**src/rtl/cpu_multi_pkg.sv**
```systemverilog
// Shared opcode, phase and field definitions for the cpu_multi sequencer.
// Opcodes 10/11 are only decoded when CPU_LOOP_EN is defined.
package lib_cpu_multi;

  localparam int MAX_IRQ = 16;
  localparam int IDX_W   = 4;

  localparam int OP_LSB  = 0;
  localparam int OP_MSB  = 3;
  localparam int CH_LSB  = 4;
  localparam int CH_MSB  = 7;
  localparam int IMM_LSB = 16;
  localparam int IMM_MSB = 31;

  typedef enum logic [3:0] {
    OP_JMP     = 4'd0,
    OP_LDI     = 4'd1,
    OP_SEND    = 4'd2,
    OP_HALT    = 4'd3,
    OP_LDRX    = 4'd4,
    OP_SETVEC  = 4'd5,
    OP_IEN     = 4'd6,
    OP_ACK     = 4'd7,
    OP_IRET    = 4'd8,
    OP_SETMASK = 4'd9,
    OP_LDC     = 4'd10,
    OP_DJNZ    = 4'd11
  } opcode_t;

  typedef enum logic {
    PH_FETCH = 1'b0,
    PH_EXEC  = 1'b1
  } phase_t;

endpackage

```
**src/rtl/cpu_multi_irq_prio.sv**
```systemverilog
// Masked priority encoder: the lowest-index request that is both raised and
// unmasked wins.
module irq_prio
  import lib_cpu_multi::*;
#(
  parameter int NUM_IRQ = 4
) (
  input  logic [NUM_IRQ-1:0] irr_i,
  input  logic [NUM_IRQ-1:0] mask_i,
  output logic               valid_o,
  output logic [IDX_W-1:0]   idx_o
);

  logic [NUM_IRQ-1:0] pending;

  assign pending = irr_i & mask_i;
  assign valid_o = |pending;

  // Scanning downwards lets the lowest set bit overwrite all higher ones.
  always_comb begin
    idx_o = '0;
    for (int k = NUM_IRQ - 1; k >= 0; k--) begin
      if (pending[k]) idx_o = IDX_W'(k);
    end
  end

endmodule

```
**src/rtl/cpu_multi.sv**
```systemverilog
// Two-phase instruction sequencer driving the UART TX path with prioritised,
// maskable interrupts. Define CPU_LOOP_EN to build the hardware loop counter.
module cpu_multi
  import lib_cpu_multi::*;
#(
  parameter int ADDR_W  = 11,
  parameter int NUM_IRQ = 4
) (
  input  logic               clk,
  input  logic               reset_n,
  output logic [ADDR_W-1:0]  rom_addr,
  input  logic [31:0]        rom_data,
  input  logic [NUM_IRQ-1:0] irr,
  output logic [NUM_IRQ-1:0] ack,
  input  logic [7:0]         rx_data,
  output logic               tx_req,
  output logic [7:0]         tx_data,
  input  logic               tx_busy
);

  typedef struct packed {
    logic [ADDR_W-1:0]               pc;
    logic [7:0]                      tx_data;
    logic                            tx_req;
    logic [NUM_IRQ-1:0]              ack;
    logic                            intr_en;
    logic [NUM_IRQ-1:0]              mask;
    logic [NUM_IRQ-1:0][ADDR_W-1:0]  vec;
    logic [ADDR_W-1:0]               intr_pc;
`ifdef CPU_LOOP_EN
    logic [15:0]                     cnt;
`endif
  } state_t;

  state_t      state_q;
  state_t      state_d;
  phase_t      phase_q;

  opcode_t     op;
  logic [3:0]  ch;
  logic [15:0] imm;
  logic        irq_valid;
  logic [IDX_W-1:0]  irq_idx;
  logic [ADDR_W-1:0] vec_sel;
  logic        unused_rom;

  assign op  = opcode_t'(rom_data[OP_MSB:OP_LSB]);
  assign ch  = rom_data[CH_MSB:CH_LSB];
  assign imm = rom_data[IMM_MSB:IMM_LSB];
  assign unused_rom = ^rom_data[15:8];

`ifdef CPU_LOOP_EN
  logic [15:0] cnt_dec;
  assign cnt_dec = state_q.cnt - 16'd1;
`endif

  irq_prio #(
    .NUM_IRQ(NUM_IRQ)
  ) u_irq_prio (
    .irr_i  (irr),
    .mask_i (state_q.mask),
    .valid_o(irq_valid),
    .idx_o  (irq_idx)
  );

  always_comb begin
    vec_sel = state_q.vec[0];
    for (int k = 1; k < NUM_IRQ; k++) begin
      if (irq_idx == IDX_W'(k)) vec_sel = state_q.vec[k];
    end
  end

  always_comb begin
    state_d        = state_q;
    state_d.pc     = state_q.pc + 1'b1;
    state_d.tx_req = 1'b0;
    state_d.ack    = '0;
    // Interrupt entry pre-empts decode; the fetched word is dropped entirely.
    if (state_q.intr_en && irq_valid) begin
      state_d.pc      = vec_sel;
      state_d.intr_pc = state_q.pc;
      state_d.intr_en = 1'b0;
    end else begin
      case (op)
        OP_JMP:  state_d.pc = ADDR_W'(imm);
        OP_LDI:  state_d.tx_data = imm[7:0];
        OP_SEND: begin
          if (tx_busy) state_d.pc = state_q.pc;
          else         state_d.tx_req = 1'b1;
        end
        OP_HALT: state_d.pc = state_q.pc;
        OP_LDRX: state_d.tx_data = rx_data;
        OP_SETVEC: begin
          for (int k = 0; k < NUM_IRQ; k++) begin
            if (ch == 4'(k)) state_d.vec[k] = ADDR_W'(imm);
          end
        end
        OP_IEN: state_d.intr_en = imm[0];
        OP_ACK: begin
          for (int k = 0; k < NUM_IRQ; k++) begin
            if (ch == 4'(k)) state_d.ack[k] = 1'b1;
          end
        end
        OP_IRET: begin
          state_d.pc      = state_q.intr_pc;
          state_d.intr_en = 1'b1;
        end
        OP_SETMASK: state_d.mask = NUM_IRQ'(imm);
`ifdef CPU_LOOP_EN
        OP_LDC: state_d.cnt = imm;
        OP_DJNZ: begin
          state_d.cnt = cnt_dec;
          if (cnt_dec != 16'd0) state_d.pc = ADDR_W'(imm);
        end
`endif
        default: ;
      endcase
    end
  end

  always_ff @(posedge clk or negedge reset_n) begin
    if (!reset_n) begin
      phase_q <= PH_FETCH;
      state_q <= '0;
    end else begin
      phase_q <= (phase_q == PH_FETCH) ? PH_EXEC : PH_FETCH;
      if (phase_q == PH_EXEC) state_q <= state_d;
    end
  end

  assign rom_addr = state_q.pc;
  assign tx_req   = state_q.tx_req;
  assign tx_data  = state_q.tx_data;
  assign ack      = state_q.ack;

endmodule
```
**config.mk**
```make
export PLATFORM = sky130hd
export DESIGN_NAME = cpu_multi
export DESIGN_NICKNAME = d
export VERILOG_FILES = /design/src/rtl/cpu_multi_pkg.sv /design/src/rtl/cpu_multi_irq_prio.sv /design/src/rtl/cpu_multi.sv
export SDC_FILE = /design/constraint.sdc
export NUM_CORES = 1
export LEC_CHECK = 0
export CAP_MARGIN = 20
export CORE_MARGIN = 2
export CORE_UTILIZATION = 40
export CTS_CLUSTER_DIAMETER = 150
export CTS_CLUSTER_SIZE = 40
export DETAILED_ROUTE_END_ITERATION = 8
export SLEW_MARGIN = 25
export SYNTH_ARGS = -nofsm -noshare
export SYNTH_HDL_FRONTEND = slang
export SYNTH_SLANG_ARGS = --single-unit
```
**constraint.sdc**
```tcl
create_clock -name clk -period 2.5 [get_ports clk]
set_input_delay 0.75 -clock clk [delete_from_list [all_inputs] [get_ports clk]]
set_output_delay 0.75 -clock clk [all_outputs]
set_load 0.03 [all_outputs]
```
# Word level (Yosys, flattened, before mapping)
# Index checks and enable logic that the tools add are counted.
# totals
input_bits	47
register_bits	85
word_cells	69
out_inout_bits	24
# classes
add_sub_neg	1
n_bitwise	2
n_eq_ne	17
muxes	22
reduce_logical	15
# ops
op	count
2-to-1 mux 11 bit	5
one-hot mux 11 bit (4 select lines)	1
== test 4 x 2 -> 1 bit, second input constant	6
== test 4 x 3 -> 1 bit, second input constant	4
one-hot mux 8 bit (2 select lines)	1
AND reduction 4 bit	4
== test 4 x 1 -> 1 bit, second input constant	3
adder 11 x 1 -> 11 bit, second input constant	1
AND reduction 3 bit	3
== test 4 bit, second input constant	2
zero test 4 bit	2
2-to-1 mux 1 bit	8
2-to-1 mux 2 bit	4
2-to-1 mux 5 bit	1
bitwise AND 4 bit	1
2-to-1 mux 4 bit	1
AND reduction 2 bit	2
OR reduction 4 bit	1
inequality test 3 bit, second input constant	1
nonzero test 3 bit	1
inequality test 2 bit, second input constant	1
one-hot mux 1 bit (2 select lines)	1
nonzero test 2 bit	1
logical AND 1 bit	1
NOT 1 bit	1

# Longest topological paths before layout
# Gate-level depths: netlist of the first run.
# logic_depth
depth_word	10
mapped_depth	7
mapped_depth_nobuf	6

# Hierarchy
# A second synthesis of the first run with hierarchy kept.
# hier_totals
hier_cells	427
area_unflattened_um2	4687.0
# modules_own_cells
module	cells_each	n_inst	seq_area_each_um2	area_each_um2
cpu_multi	417	1	2127.0	4620.7
irq_prio	10	1	0.0	66.3

# Least setup slack after synthesis of the first run
# No wires, ideal clock.
# synth_timing
kind	in2reg
start	in irr[0]
end	reg state_q[12] (netlist bit)
slack_ns	-0.109
t_arrival_ns	2.484
path_stages	6
required_time_ns	2.375
path_buffers	1
setup_time_ns	0.125
path_cell_list	a222oi_1 -> a21oi_2 -> or3b_4 -> nor3_2 -> buf_4 -> mux2_2
# synth_via
elab_chain_cells	5
# synth_rtl
element	line_no	text
start: declaration	cpu_multi.sv:13	input logic [NUM_IRQ-1:0] irr,
bitwise AND 4 bit	cpu_multi_irq_prio.sv:16	assign pending = irr_i & mask_i;
OR reduction 4 bit	cpu_multi_irq_prio.sv:17	assign valid_o = |pending;
logical AND 1 bit	cpu_multi.sv:79	if (state_q.intr_en && irq_valid) begin
NOT 1 bit (no line)	n/a	
AND reduction 4 bit (no line)	n/a	
end signal: assignment	cpu_multi.sv:127	if (phase_q == PH_EXEC) state_q <= state_d;
end: declaration	cpu_multi.sv:35	state_t state_q;
# No other way between the ends.
# A chain may end at the register's enable or synchronous reset.

# Final worst setup path of the first run
# layout_timing
start	in rom_data[6]
end	reg state_q[22] (netlist bit)
# layout_via
elab_chain_cells	2
# layout_rtl
element	line_no	text
start: declaration	cpu_multi.sv:12	input logic [31:0] rom_data,
== test 4 x 1 -> 1 bit	cpu_multi.sv:95	if (ch == 4'(k)) state_d.vec[k] = ADDR_W'(imm);
AND reduction 4 bit (no line)	n/a	
# No other way between the ends.

==> results of run 1 <==
-- layer usage --
metal | vias to the layer above | track usage [%] | share of wire [%]
li1 | 1624 | - | -
met1 | 1694 | 29.7 | 48
met3 | 14 | 3.35 | 3.7
met2 | 70 | 34.3 | 47
met4 | 0 | 7.14 | 1.5
met5 | - | 0 | 0
-- cell usage in the layout, fill, tap and decap left out, types with 3 or more instances in the layout --
| cell | Yosys | routed |
|---|---|---|
| nand3_1 | 6 | 6 |
| mux2i_1 | 26 | 26 |
| o31a_1 | 6 | 6 |
| clkdlybuf4s50_1 | 0 | 50 |
| a21oi_1 | 12 | 12 |
| mux2_2 | 49 | 43 |
| a211o_1 | 5 | 5 |
| o2bb2ai_1 | 4 | 4 |
| a211oi_1 | 8 | 8 |
| o21ai_0 | 16 | 16 |
| nand4_1 | 5 | 5 |
| a311oi_1 | 3 | 3 |
| nand2_1 | 50 | 50 |
| mux2_4 | 0 | 6 |
| clkbuf_1 | 16 | 3 |
| clkbuf_8 | 0 | 10 |
| inv_1 | 5 | 5 |
| nand2b_1 | 5 | 4 |
| nor2_1 | 33 | 30 |
| buf_4 | 27 | 51 |
| xor2_1 | 3 | 3 |
| dfrtp_1 | 85 | 85 |
| buf_12 | 0 | 8 |
| and3_1 | 4 | 4 |
| o31ai_1 | 4 | 4 |
| nor3_1 | 7 | 7 |
-- final timing paths --
check / start / endpoint / cells after the start
worst max register to register: state_q[56] / state_q[22] / 8
worst max-delay path: rom_data[6] / state_q[22] / 7
worst min register to register: state_q[1] / state_q[1] / 2
max in group asynchronous: reset_n / state_q[41] / 2
worst min-delay path: reset_n / tx_data[5] / 2
min in group clk: state_q[1] / state_q[1] / 2
-- metrics by stage --
step / cell area (µm²) / worst slack [ns] / total power [mW] / hold WS, ns / std cells
4_1_cts: 5660 / 0.00965 / 4.80 / 0.431 / 638
2_1_floorplan: 4440 / -0.0535 / 3.13 / 0.440 / 416
3_5_place_dp: 5370 / -0.549 / 3.79 / 0.461 / 619
6_report: 5690 / 0.0311 / 4.78 / 0.378 / 641
3_3_place_gp: 5370 / -0.597 / 3.75 / 0.458 / 619
5_1_grt: 5690 / -0.0180 / 5.08 / 0.430 / 641
-- cell families after synthesis --
| family | after synthesis | share of synthesized area (%) |
|---|---|---|
| buf+inv | 52 | 6.79 |
| mux | 75 | 18.4 |
| simple gates | 121 | 12.8 |
| flops | 85 | 48.3 |
| xor+xnor | 4 | 0.796 |
| compound gates | 78 | 12.6 |
| fa+ha+maj | 1 | 0.284 |
-- area by class of cell --
type	instances	area share (%)
clock buffers	13	2.62
clock inverters	3	0.792
multi-input cells	279	36.0
inverters	5	0.330
repair buffers	116	19.7
flip-flops and latches	85	37.4
well taps	140	3.08
-- flip-flops by register name (all words and copies together) (netlist names) --
name      count
tx_data       8
rom_addr     11
tx_req        1
state_q      60
phase_q       1
ack           4
-- power groups by stage --
stage               Sequential, mW  Combinational, mW  Clock (mW)
finish                        1.93               1.86       0.987
global route                  1.98               2.04        1.06
CTS                           1.93               1.86        1.01
detailed placement            1.95               1.84           0
global placement              1.94               1.81           0
floorplan                     1.86               1.26           0
-- what timing repair did --
action,4_1_cts,5_1_grt
setup buffers,2,3
cloned,1,0
pin swaps,5,3
gates resized for setup,23,1
setup endpoints to repair,53,11
endpoints found under the hold margin,0,0
==> run summary, run 1 <==
H-tree levels -> 3
global-route wire length before repair -> 19200 µm
largest area contributor in the netlist -> dfrtp_1
most instantiated cells after synthesis -> dfrtp_1, nand2_1, mux2_2
worst relative slew slack -> 67.0%
FMAX -> 405 MHz
fill count -> 971
1st-iter DRT viols -> 196
CORE AREA -> 10800 µm²
TritonCTS clock tree -> done
Worst Setup End Kind -> flop
Layout Utilization -> 52.7%
row cnt -> 38
vias in the first global route -> 3557
clk slew on worst S/H paths -> 0.08 ns
Boundary Pins -> 71
Clock power frac -> 20.6%
# Max-Cap Violations -> 0
FF/Latch Area -> 2130 µm²
Seq cells post-synth -> 85
Switching Share -> 37.1%
type of element launching the critical path -> input pin
via count -> 3402
peak supply drop -> 0.447 mV
Die Ht -> 109 µm
min Tclk post-route -> 2.47 ns
CTS Buf Count -> 9
final hold viol count -> 0
Routed WL per cell -> 18.2 µm
Hold WC Path Type -> in2async
post-synthesis sequential area ratio -> 48.3%
synth warn -> 0
number of distinct library cells after synthesis -> 51
Syn Nets -> 464
DP HPWL -> 8030 µm
r2r setup slk -> 0.11 ns
CP top delay family -> simple AND/OR/NAND/NOR gates
buffers and inverters on the worst path -> 3
total congestion overflow -> 0
worst-margin pin slew -> 0.494 ns
status -> complete, no violations
largest net degree at the start of global routing -> 86
most common cell in the netlist -> dfrtp_1
number of flops mapped to enable cells by yosys -> 0
Initial DRT Pass Iterations -> 4
die area -> 11900 µm²
CP cell instances -> clkdlybuf4s50_1, nor4b_4, or3b_4, buf_4, nor2_4, buf_12, mux2_2
Mapped Cells -> 416
Clk Latency, worst-skew pair -> 0.37 ns
Port Buffer Count -> 57
CP peak stage delay -> 0.45 ns
internal power -> 3.01 mW
ys async rst share -> 100%
Pwr Density -> 841 nW/µm²
Syn Std Cell Area -> 4400 µm²
register share of total power -> 40.4%
initial antenna violation count -> 0
required time worst endpoint -> 2.75 ns
# hold bufs at CTS -> 0
Top FF cell, synth -> dfrtp_1
n_diodes -> 0
final net count -> 544
fraction of layout cells with a size suffix above 1 -> 26.7%
Synth top area share -> 48.3%
Worst path slowest cell -> or3b_4
RSZ-0062 raised after global routing -> true
drc violations -> 0
Crit path arrival time -> 2.71 ns
clock buffer depth -> 2
Initial Utilization -> 40.8%
via/cell ratio -> 5.31
post-route ant nets -> 0
Multi-input gate area -> 2050 µm²
GPL Wtd Cong -> 0.811
static leakage -> 2.65 nW
global-route total usage across every layer -> 21.4%
Area contributors post-synth -> dfrtp_1, mux2_2, mux2i_1
fin crit share -> 98.8%
crit path kind -> in2reg
clock sink count -> 85
Comb power frac -> 38.9%
Setup-failing EPs final -> 0
root buffer cell -> clkbuf_8
Layout area overhead -> 29.1%
setup TNS -> 0 ns
clock skew -> 0.0140 ns
synthesized area per cell -> 10.6 µm²
Final Max Tran Viols -> 0
sw power -> 1.77 mW
crit path max fanout -> 11
final wirelength -> 11700 µm
die extent in x -> 109 µm
Power figures use the tool's default switching activity.
==> run 2: changes to the inputs <==
Settings changed: MAX_ROUTING_LAYER from default to met4.
==> run 2 against run 1 <==
Via count increased by 0.21%. Clock skew decreased by 0.0022 ns. Sequential share of layout area is the same. Non-clock buffer count did not move. Global-route usage rose by 0.65 points. First-iteration DRC count is 2.0% lower. Die area unchanged. Clock power decreased by 0.6%.
==> run summary, run 2 (synthesis results as in run 1) <==
routed wl met3 -> 477 µm
most frequent cells in the layout -> dfrtp_1, buf_4, nand2_1, clkdlybuf4s50_1, mux2_2
Setup-failing EPs final -> 0
die extent in x -> 109 µm
Worst Setup End Kind -> flop
clock buffer depth -> 2
Pwr Density -> 840 nW/µm²
final setup margin -> 0.0304 ns
final hold viol count -> 0
status -> complete, no violations
Final Non-Filler Cells -> 641
min Tclk post-route -> 2.47 ns
Hold WC Path Type -> in2async
DP HPWL -> 8030 µm
Crit path arrival time -> 2.71 ns
post-route ant nets -> 0
die area -> 11900 µm²
met1 WL -> 5490 µm
crit path kind -> in2reg
FMAX -> 405 MHz
clock skew -> 0.0118 ns
number of flip-flops in the largest register -> 60
Final Max Tran Viols -> 0
# Max-Cap Violations -> 0
CP peak stage delay -> 0.45 ns
CP top delay family -> simple AND/OR/NAND/NOR gates
TritonCTS clock tree -> done
H-tree levels -> 3
initial antenna violation count -> 0
crit path max fanout -> 11
largest net degree at the start of global routing -> 86
Initial DRT Pass Iterations -> 5
row cnt -> 38
Min Hold Slack -> 0.377 ns
via/cell ratio -> 5.32
Layout Utilization -> 52.7%
RSZ-0062 raised after global routing -> true
static leakage -> 2.65 nW
buffers and inverters on the worst path -> 3
worst relative slew slack -> 67.7%
global-route wire length before repair -> 19200 µm
Worst path slowest cell -> or3b_4
Max Used Layer -> met4
n_diodes -> 0
clk slew on worst S/H paths -> 0.08 ns
GPL Wtd Cong -> 0.823
total congestion overflow -> 0
CORE AREA -> 10800 µm²
Routed WL per cell -> 18.2 µm
root buffer cell -> clkbuf_8
Most flops, register -> state_q
drc violations -> 0
CTS Buf Count -> 9
fin crit share -> 98.8%
type of element launching the critical path -> input pin
fraction of layout cells with a size suffix above 1 -> 26.7%
Layout area overhead -> 29.1%
worst-margin pin slew -> 0.484 ns
placed insts -> 619
clock sink count -> 85
Port Buffer Count -> 57
final wirelength -> 11600 µm
# hold bufs at CTS -> 0
Setup Slack @ Placement -> -0.549 ns
peak supply drop -> 0.447 mV
Die Ht -> 109 µm
global-route total usage across every layer -> 22.1%
setup TNS -> 0 ns
Initial Utilization -> 40.8%
vias in the first global route -> 3555
CP cell instances -> clkdlybuf4s50_1, nor4b_4, or3b_4, buf_4, nor2_4, buf_12, mux2_2
commonest non-fill, non-tap cell in the layout -> dfrtp_1
Met2 Routed Length -> 5520 µm
Clk Latency, worst-skew pair -> 0.36 ns
final net count -> 544
via count -> 3409
1st-iter DRT viols -> 192
required time worst endpoint -> 2.74 ns
Boundary Pins -> 71
-- run 2: power by group --
group          internal (mW)  switching (mW)
clock                  0.491           0.490
combinational          0.858            1.00
sequential              1.66           0.272
-- run 2: repair_timing --
action,in CTS,in global routing
cloned,1,0
buffers inserted,2,3
setup endpoints to repair,53,11
pin swaps,5,3
gates resized for setup,23,1
-- run 2: through the flow --
step                area, µm²  power (mW)
finish                   5690        4.78
floorplan                4440        3.13
global route             5690        5.09
global placement         5370        3.75
CTS                      5660        4.80
detailed placement       5370        3.79
-- run 2: routing by layer --
| layer | vias to the layer above | global-route usage (%) |
|---|---|---|
| met1 | 1700 | 29.9 |
| met5 | - | - |
| met3 | 14 | 3.29 |
| met2 | 69 | 34.2 |
| met4 | 0 | 7.14 |
| li1 | 1626 | - |
-- run 2: layout make-up --
class	instances	area, µm²
clock buffer	13	149
clock inverter	3	45.0
fill	971	5110
inverter	5	18.8
multi-input combinational	279	2050
sequential	85	2130
tap	140	175
timing repair buffer	116	1120
-- run 2: path summary, 6_finish.rpt --
check	from	end	slack, ns	cells past startpoint
min in group clk	state_q[1]	state_q[1]	0.48	2
max in group asynchronous	reset_n	state_q[41]	1.71	2
setup reg to reg	state_q[56]	state_q[22]	0.11	8
hold reg to reg	state_q[1]	state_q[1]	0.48	2
setup / recovery	rom_data[6]	state_q[22]	0.03	7
hold / removal	reset_n	tx_data[5]	0.38	2
==> run 3: changes to the inputs <==
Settings changed: PLACE_DENSITY from default to 0.61, SLEW_MARGIN 25 to 20.
==> run 3 against run 2 <==
Cell count up 0.47%. Sequential power barely moved. Clock skew shrank 0.0011 ns. Sequential share of layout area is 0.45 points lower. Utilization is 0.64 points higher. First-iteration DRC count rose by 27%. Cell area increased by 1.2%. Largest power group unchanged. Largest cell class unchanged. Routed wire length fell by 3.4%. Critical path depth up 2.
==> run summary, run 3 (synthesis results as in run 1) <==
crit path max fanout -> 5
Setup-failing EPs final -> 0
clock buffer depth -> 2
Worst Setup End Kind -> flop
CORE AREA -> 10800 µm²
H-tree levels -> 3
gr busiest metal -> met2
n_diodes -> 0
global-route total usage across every layer -> 21.5%
number of flip-flops in the largest register -> 60
CTS Buf Count -> 9
R2R cell count -> 8
static leakage -> 2.69 nW
internal power -> 3.14 mW
crit path kind -> in2reg
clk slew on worst S/H paths -> 0.09 ns
total congestion overflow -> 0
Layout area overhead -> 30.7%
met1 Use GR -> 29.2%
r2r setup slk -> 0.29 ns
type of element launching the critical path -> input pin
status -> complete, no violations
Port Buffer Count -> 57
DP HPWL -> 8370 µm
GPL Wtd Cong -> 0.864
drc violations -> 0
Initial Utilization -> 40.8%
worst relative slew slack -> 68.7%
1st-iter DRT viols -> 243
Routed WL per cell -> 17.5 µm
FF-to-FF Start -> state_q[56]
Boundary Pins -> 71
total chip power -> 4.94 mW
root buffer cell -> clkbuf_8
post-route ant nets -> 0
largest net degree at the start of global routing -> 41
fill count -> 973
Crit path arrival time -> 2.66 ns
register share of total power -> 38.6%
via count -> 3466
Min Hold Slack -> 0.332 ns
Hold WC Path Type -> in2async
initial antenna violation count -> 0
# hold bufs at CTS -> 0
worst reg2reg path endpoint -> state_q[14]
final hold viol count -> 0
global-route wire length before repair -> 18700 µm
sw power -> 1.80 mW
Switching Share -> 36.4%
Pwr Density -> 859 nW/µm²
# Max-Cap Violations -> 0
die extent in x -> 109 µm
RSZ-0062 raised after global routing -> false
die area -> 11900 µm²
FMAX -> 417 MHz
most frequent cells in the layout -> dfrtp_1, buf_4, clkdlybuf4s50_1
clock skew -> 0.0107 ns
row cnt -> 38
CP startpoint -> irr[0]
TritonCTS clock tree -> done
Most flops, register -> state_q
Clk Latency, worst-skew pair -> 0.37 ns
vias in the first global route -> 3513
clock sink count -> 85
min Tclk post-route -> 2.40 ns
GR Util met2 -> 32.6%
Final Max Tran Viols -> 0
via/cell ratio -> 5.38
fin crit share -> 95.9%
final wirelength -> 11200 µm
commonest non-fill, non-tap cell in the layout -> dfrtp_1
final net count -> 547
Die Ht -> 109 µm
Comb power frac -> 38.3%
worst-margin pin slew -> 0.470 ns
peak supply drop -> 0.494 mV
Initial DRT Pass Iterations -> 4
required time worst endpoint -> 2.76 ns
fraction of layout cells with a size suffix above 1 -> 27.4%
M3 GR Usage -> 5.26%
Clock power frac -> 23.1%
## run 3: layout make-up
class / instances / area, µm² / area share, %
Timing Repair Buffer: 119 / 1160 / 20.2
Sequential cell: 85 / 2130 / 37.0
Clock inverter: 6 / 93.8 / 1.63
Inverter: 5 / 18.8 / 0.326
Multi-Input combinational cell: 279 / 2040 / 35.4
Tap cell: 140 / 175 / 3.04
Clock buffer: 10 / 138 / 2.39
## run 3: metrics by stage
step,setup TNS (ns),cells,area [µm²],utilization (%),setup slack (ns)
5_1_grt,0,644,5750,53.3,0.0276
4_1_cts,0,643,5750,53.2,0.00560
3_3_place_gp,-29.64,625,5440,50.4,-0.484
6_report,0,644,5750,53.3,0.103
3_5_place_dp,-29.70,625,5440,50.4,-0.489
2_1_floorplan,-1.98,416,4440,-,-0.0535
## run 3: power groups by stage
stage	sequential, mW	clock [mW]	combinational [mW]
3_5_place_dp	1.93	0	1.89
6_report	1.91	1.14	1.89
5_1_grt	1.95	1.23	2.09
4_1_cts	1.91	1.16	1.90
3_3_place_gp	1.92	0	1.86
2_1_floorplan	1.86	0	1.26
## run 3: worst max path at each step
| stage | cells past startpoint | endpoint | slack, ns |
|---|---|---|---|
| floorplan | 6 | state_q[12] | -0.05 |
| global placement | 8 | state_q[18] | -0.48 |
| detailed placement | 8 | state_q[16] | -0.49 |
| CTS | 9 | state_q[16] | 0.006 |
| global route | 9 | state_q[14] | 0.03 |
| finish | 9 | state_q[14] | 0.10 |
## run 3: metal layers
| layer | part of all wire, % | up-vias | wire length (µm) |
|---|---|---|---|
| li1 | - | 1648 | - |
| met1 | 46 | 1702 | 5180 |
| met4 | 1.3 | 0 | 143 |
| met3 | 6.5 | 13 | 729 |
| met2 | 46 | 103 | 5190 |
| met5 | 0 | - | 0 |
## run 3: repair_timing
action	4_1_cts	5_1_grt
setup buffers	1	1
endpoints found under the hold margin	0	0
gates resized for setup	16	0
setup endpoints to repair	48	11
cloned	1	0
pin swaps	4	3
## run 3: critical path: stages
cell and delay [ns]:
clkdlybuf4s15_1 0.19, a222oi_1 0.34, buf_4 0.19, a21oi_2 0.05, or3b_4 0.42, nor3_4 0.13
buf_6 0.15, buf_16 0.11, mux2_2 0.33
==> RTL edit 1 (config.mk and constraints of run 2) <==
`NUM_IRQ` is set to 4 in 2 places; all go to 8.
--- a/src/rtl/cpu_multi_irq_prio.sv
+++ b/src/rtl/cpu_multi_irq_prio.sv
@@ -5,3 +5,3 @@
 #(
-  parameter int NUM_IRQ = 4
+  parameter int NUM_IRQ = 8
 ) (
--- a/src/rtl/cpu_multi.sv
+++ b/src/rtl/cpu_multi.sv
@@ -6,3 +6,3 @@
   parameter int ADDR_W  = 11,
-  parameter int NUM_IRQ = 4
+  parameter int NUM_IRQ = 8
 ) (
Interface: changed (resized ack and irr); port bits go from 71 to 79. No check against the original RTL was run, so the function may have changed too.
==> RTL edit 1 against run 2 <==
- cell area increased by 58%
- via count increased by 59%
- synthesized area increased by 58%
- power increased by 76%
- sequential cell count increased by 52
- wire length increased by 65%
- setup slack improved by 0.043 ns
- register-to-register slack got worse by 0.02 ns
==> RTL edit 1: results <==
export IMPL_grt_pass1_wl_um=30390
export IMPL_reg2regPathDepth=9
export IMPL_final_layout_size_suffix_gt1_share_pct=35.24
export IMPL_fin_worst_skew_ns=0.005260
export IMPL_ir_worst_vdd_mv=0.5822
export IMPL_portBuffers=65
export IMPL_crit_end="state_q[60]$_DFFE_PN0P_"
export IMPL_rrSetupSlack_ns=0.09
export IMPL_ys_types=58
export IMPL_wl_per_cell_um=19.65
export IMPL_worstPathMaxFanout=6
export IMPL_startpoint="irr[2]"
export IMPL_p_sw_share_pct=34.49
export IMPL_vias=5409
export IMPL_slew_headroom_pct=55.19
export IMPL_place_ws_ns=-0.6289
export IMPL_syn_num_nets=669
export IMPL_fmax_mhz=412.2
export IMPL_syn_avg_cell_area_um2=11.29
export IMPL_htreeDepth=4
export IMPL_outcome="finished, final reports clean"
export IMPL_final_nets=791
export IMPL_intPower_w=0.005498
export IMPL_cp_slowest_cell="mux2_4"
export IMPL_largest_reg_flops=108
export IMPL_drt_iter0_drc=334
export IMPL_dp_cells=935
export IMPL_cpPeakStageDelay_ns=0.31
[RTL edit 1: cell count changes in the layout (fill, tap and decap cells not counted), moves of 9 or more]
cell       delta
clkbuf_16    +17
o22ai_1      +14
a21oi_1      +23
buf_4        +45
dfrtp_1      +52
mux2i_1      -12
mux2_1       +17
mux2_2       +40
clkbuf_8      -9
a31oi_1      +14
nand3_1      +11
[RTL edit 1: logic make-up after synthesis]
logic type / count (synthesis) / share of synthesized area (%)
AOI/OAI and AO/OA: 147 / 14.31
xor gates and xnor gates: 7 / 0.8799
adders and majority gates: 1 / 0.1795
buffers and inverters: 75 / 6.644
DFF: 137 / 49.20
muxes: 120 / 19.14
and+or+nand+nor: 130 / 9.643
[RTL edit 1: timing repair]
item | CTS | global route
resized for setup | 21 | 28
setup endpoints to repair | 124 | 63
pin swaps | 7 | 9
buffers inserted | 4 | 4
hold buffers | 0 | 0
cloned | 1 | 1
[RTL edit 1: cell type report]
cell class	count	area, µm²	share of cell area [%]
Sequential cell	137	3428	38.05
Multi-Input combinational cell	405	3149	34.95
Timing Repair Buffer	174	1549	17.19
Clock buffer	18	439.2	4.874
Tap cell	225	281.5	3.124
Clock inverter	14	148.9	1.652
Inverter	4	15.01	0.1666
[RTL edit 1: per-layer routing]
layer / track usage (%) / part of all wire (%) / routed length, µm
met1: 27.74 / 44 / 8512
met2: 36.36 / 49 / 9337
met3: 4.325 / 4.8 / 917
met4: 8.333 / 2.2 / 426
met5: - / 0 / 0
[RTL edit 1: stage by stage]
step                hold slack [ns]  util (%)  TNS (ns)
floorplan                    0.4496         -         0
global placement             0.4677     48.34    -63.86
detailed placement           0.4721     48.34    -69.12
CTS                          0.2104     52.19         0
global route                 0.2211     52.46         0
finish                       0.2104     52.46         0
==> RTL edit 2 (settings of run 2) <==
Made on the original files. Make the reset (`reset_n`) synchronous in one clocked block.
--- a/src/rtl/cpu_multi.sv
+++ b/src/rtl/cpu_multi.sv
@@ -120,3 +120,3 @@
 
-  always_ff @(posedge clk or negedge reset_n) begin
+  always_ff @(posedge clk) begin
     if (!reset_n) begin
Check against the original RTL: differs if reset_n is asserted again (counterexample within 4 cycles, from zero or initial values and one cycle with reset_n low); with reset_n held inactive, the same outputs for 10 cycles.
==> RTL edit 2 against run 2 <==
- final cell count increased by 3.1%
- sequential share of layout area decreased by 4.6 points
- first-iteration DRC count increased by 16%
- wire length decreased by 7.5%
- via count increased by 5.1%
- cell area decreased by 8.7%
- count of clock-buffer cells in the layout decreased by 4
- hold slack improved by 0.092 ns
- synthesized area decreased by 5.5%
- sequential cell count unchanged
- critical path depth decreased by 6
- critical path type is now flop to output pin
- setup slack improved by 0.14 ns
Power is not compared: it rests on default switching activity, and its combinational part moved more than twofold at a synthesized area within 25%.
==> RTL edit 2: results <==
export IMPL_cts_buffers=9
export IMPL_final_nets=568
export IMPL_grt_use_met1_pct=27.46
export IMPL_min_path_type="flop to flop"
export IMPL_track_usage_pct=20.68
export IMPL_cts_resized=0
export IMPL_grt_pass1_vias=3497
export IMPL_async_reset_ff_share_pct=0
export IMPL_crit_family="buffers and inverters"
export IMPL_outcome="finished, final reports clean"
export IMPL_drtPass1Iterations=6
export IMPL_gp_congestion=0.8523
export IMPL_yosysSeqAreaShare_pct=40.89
export IMPL_viasPerCell=5.419
export IMPL_dp_cells=645
export IMPL_antenna_found_initial=0
export IMPL_place_ws_ns=-0.1722
export IMPL_cp_data_arrival_time_ns=1.58
export IMPL_postPlaceCellArea_mm2=0.004991
export IMPL_drt_iter0_drc=222
export IMPL_fin_worst_skew_ns=0.01087
export IMPL_synth_common_cells="85 x dfxtp_1, 50 x mux2i_1, 44 x nand2_1"
export IMPL_wl_per_cell_um=16.28
export IMPL_use_met2_pct=33.13
export IMPL_syn_avg_cell_area_um2=8.969
export IMPL_synthTopCellsByArea="dfxtp_1 41%, mux2i_1 12%, nand3_1 4.9%"
export IMPL_ys_types=48
export IMPL_cpPeakStageDelay_ns=0.73
export IMPL_cp_slowest_cell="clkdlybuf4s50_1"
export IMPL_vias=3582
export IMPL_setup_viol=0
export IMPL_cts_clk_slew_worst_paths_ns=0.09
export IMPL_worstPathMaxFanout=8
export IMPL_fillers=958
export IMPL_grt_pass1_wl_um=17880
export IMPL_final_layout_size_suffix_gt1_share_pct=13.90
export IMPL_syn_num_nets=512
export IMPL_grt_max_degree=56
export IMPL_grt_use_met3_pct=2.575
export IMPL_slew_headroom_pct=63.31
RTL edit 2: power by group:
group	total (W)	switching, W	leakage (nW)	internal (W)
Combinational	0.000295	0.000153	1.19	0.000141
Sequential	0.00138	0.0000171	0.686	0.00137
Clock	0.000981	0.000582	0.103	0.000399
Total	0.00266	0.000752	1.98	0.00191
RTL edit 2: final timing paths:
kind,start,end,slack [ns],cells after the start
setup / recovery,rom_addr[5]$_SDFFE_PN0P_,rom_addr[5],0.17,1
hold reg to reg,state_q[25]$_SDFFE_PN0P_,state_q[25]$_SDFFE_PN0P_,0.47,2
setup reg to reg,state_q[58]$_SDFFE_PN0P_,rom_addr[4]$_SDFFE_PN0P_,0.74,5
hold / removal,state_q[25]$_SDFFE_PN0P_,state_q[25]$_SDFFE_PN0P_,0.47,2
RTL edit 2: logic make-up after synthesis:
group,Yosys count,share of synthesized area [%]
xor gates and xnor gates,8,1.684
buffers and inverters,61,8.629
adders and majority gates,1,0.3006
DFF,85,40.89
and+or+nand+nor,152,17.53
AOI/OAI and AO/OA,105,18.40
muxes,52,12.57
RTL edit 2: final cells by class:
class / instances / area (µm²) / area share (%)
Clock inverter: 7 / 76.32 / 1.470
Clock buffer: 9 / 123.9 / 2.386
Inverter: 4 / 15.01 / 0.2892
Tap cell: 136 / 170.2 / 3.278
Multi-Input combinational cell: 318 / 2101 / 40.47
Sequential cell: 85 / 1702 / 32.78
Timing Repair Buffer: 102 / 1003 / 19.33
RTL edit 2: per-layer routing:
| layer | wire length [µm] | up-vias | part of all wire, % |
|---|---|---|---|
| met1 | 4963 | 1687 | 46 |
| li1 | - | 1785 | - |
| met3 | 514 | 13 | 4.8 |
| met4 | 151 | 0 | 1.4 |
| met5 | 0 | - | 0 |
| met2 | 5134 | 97 | 48 |
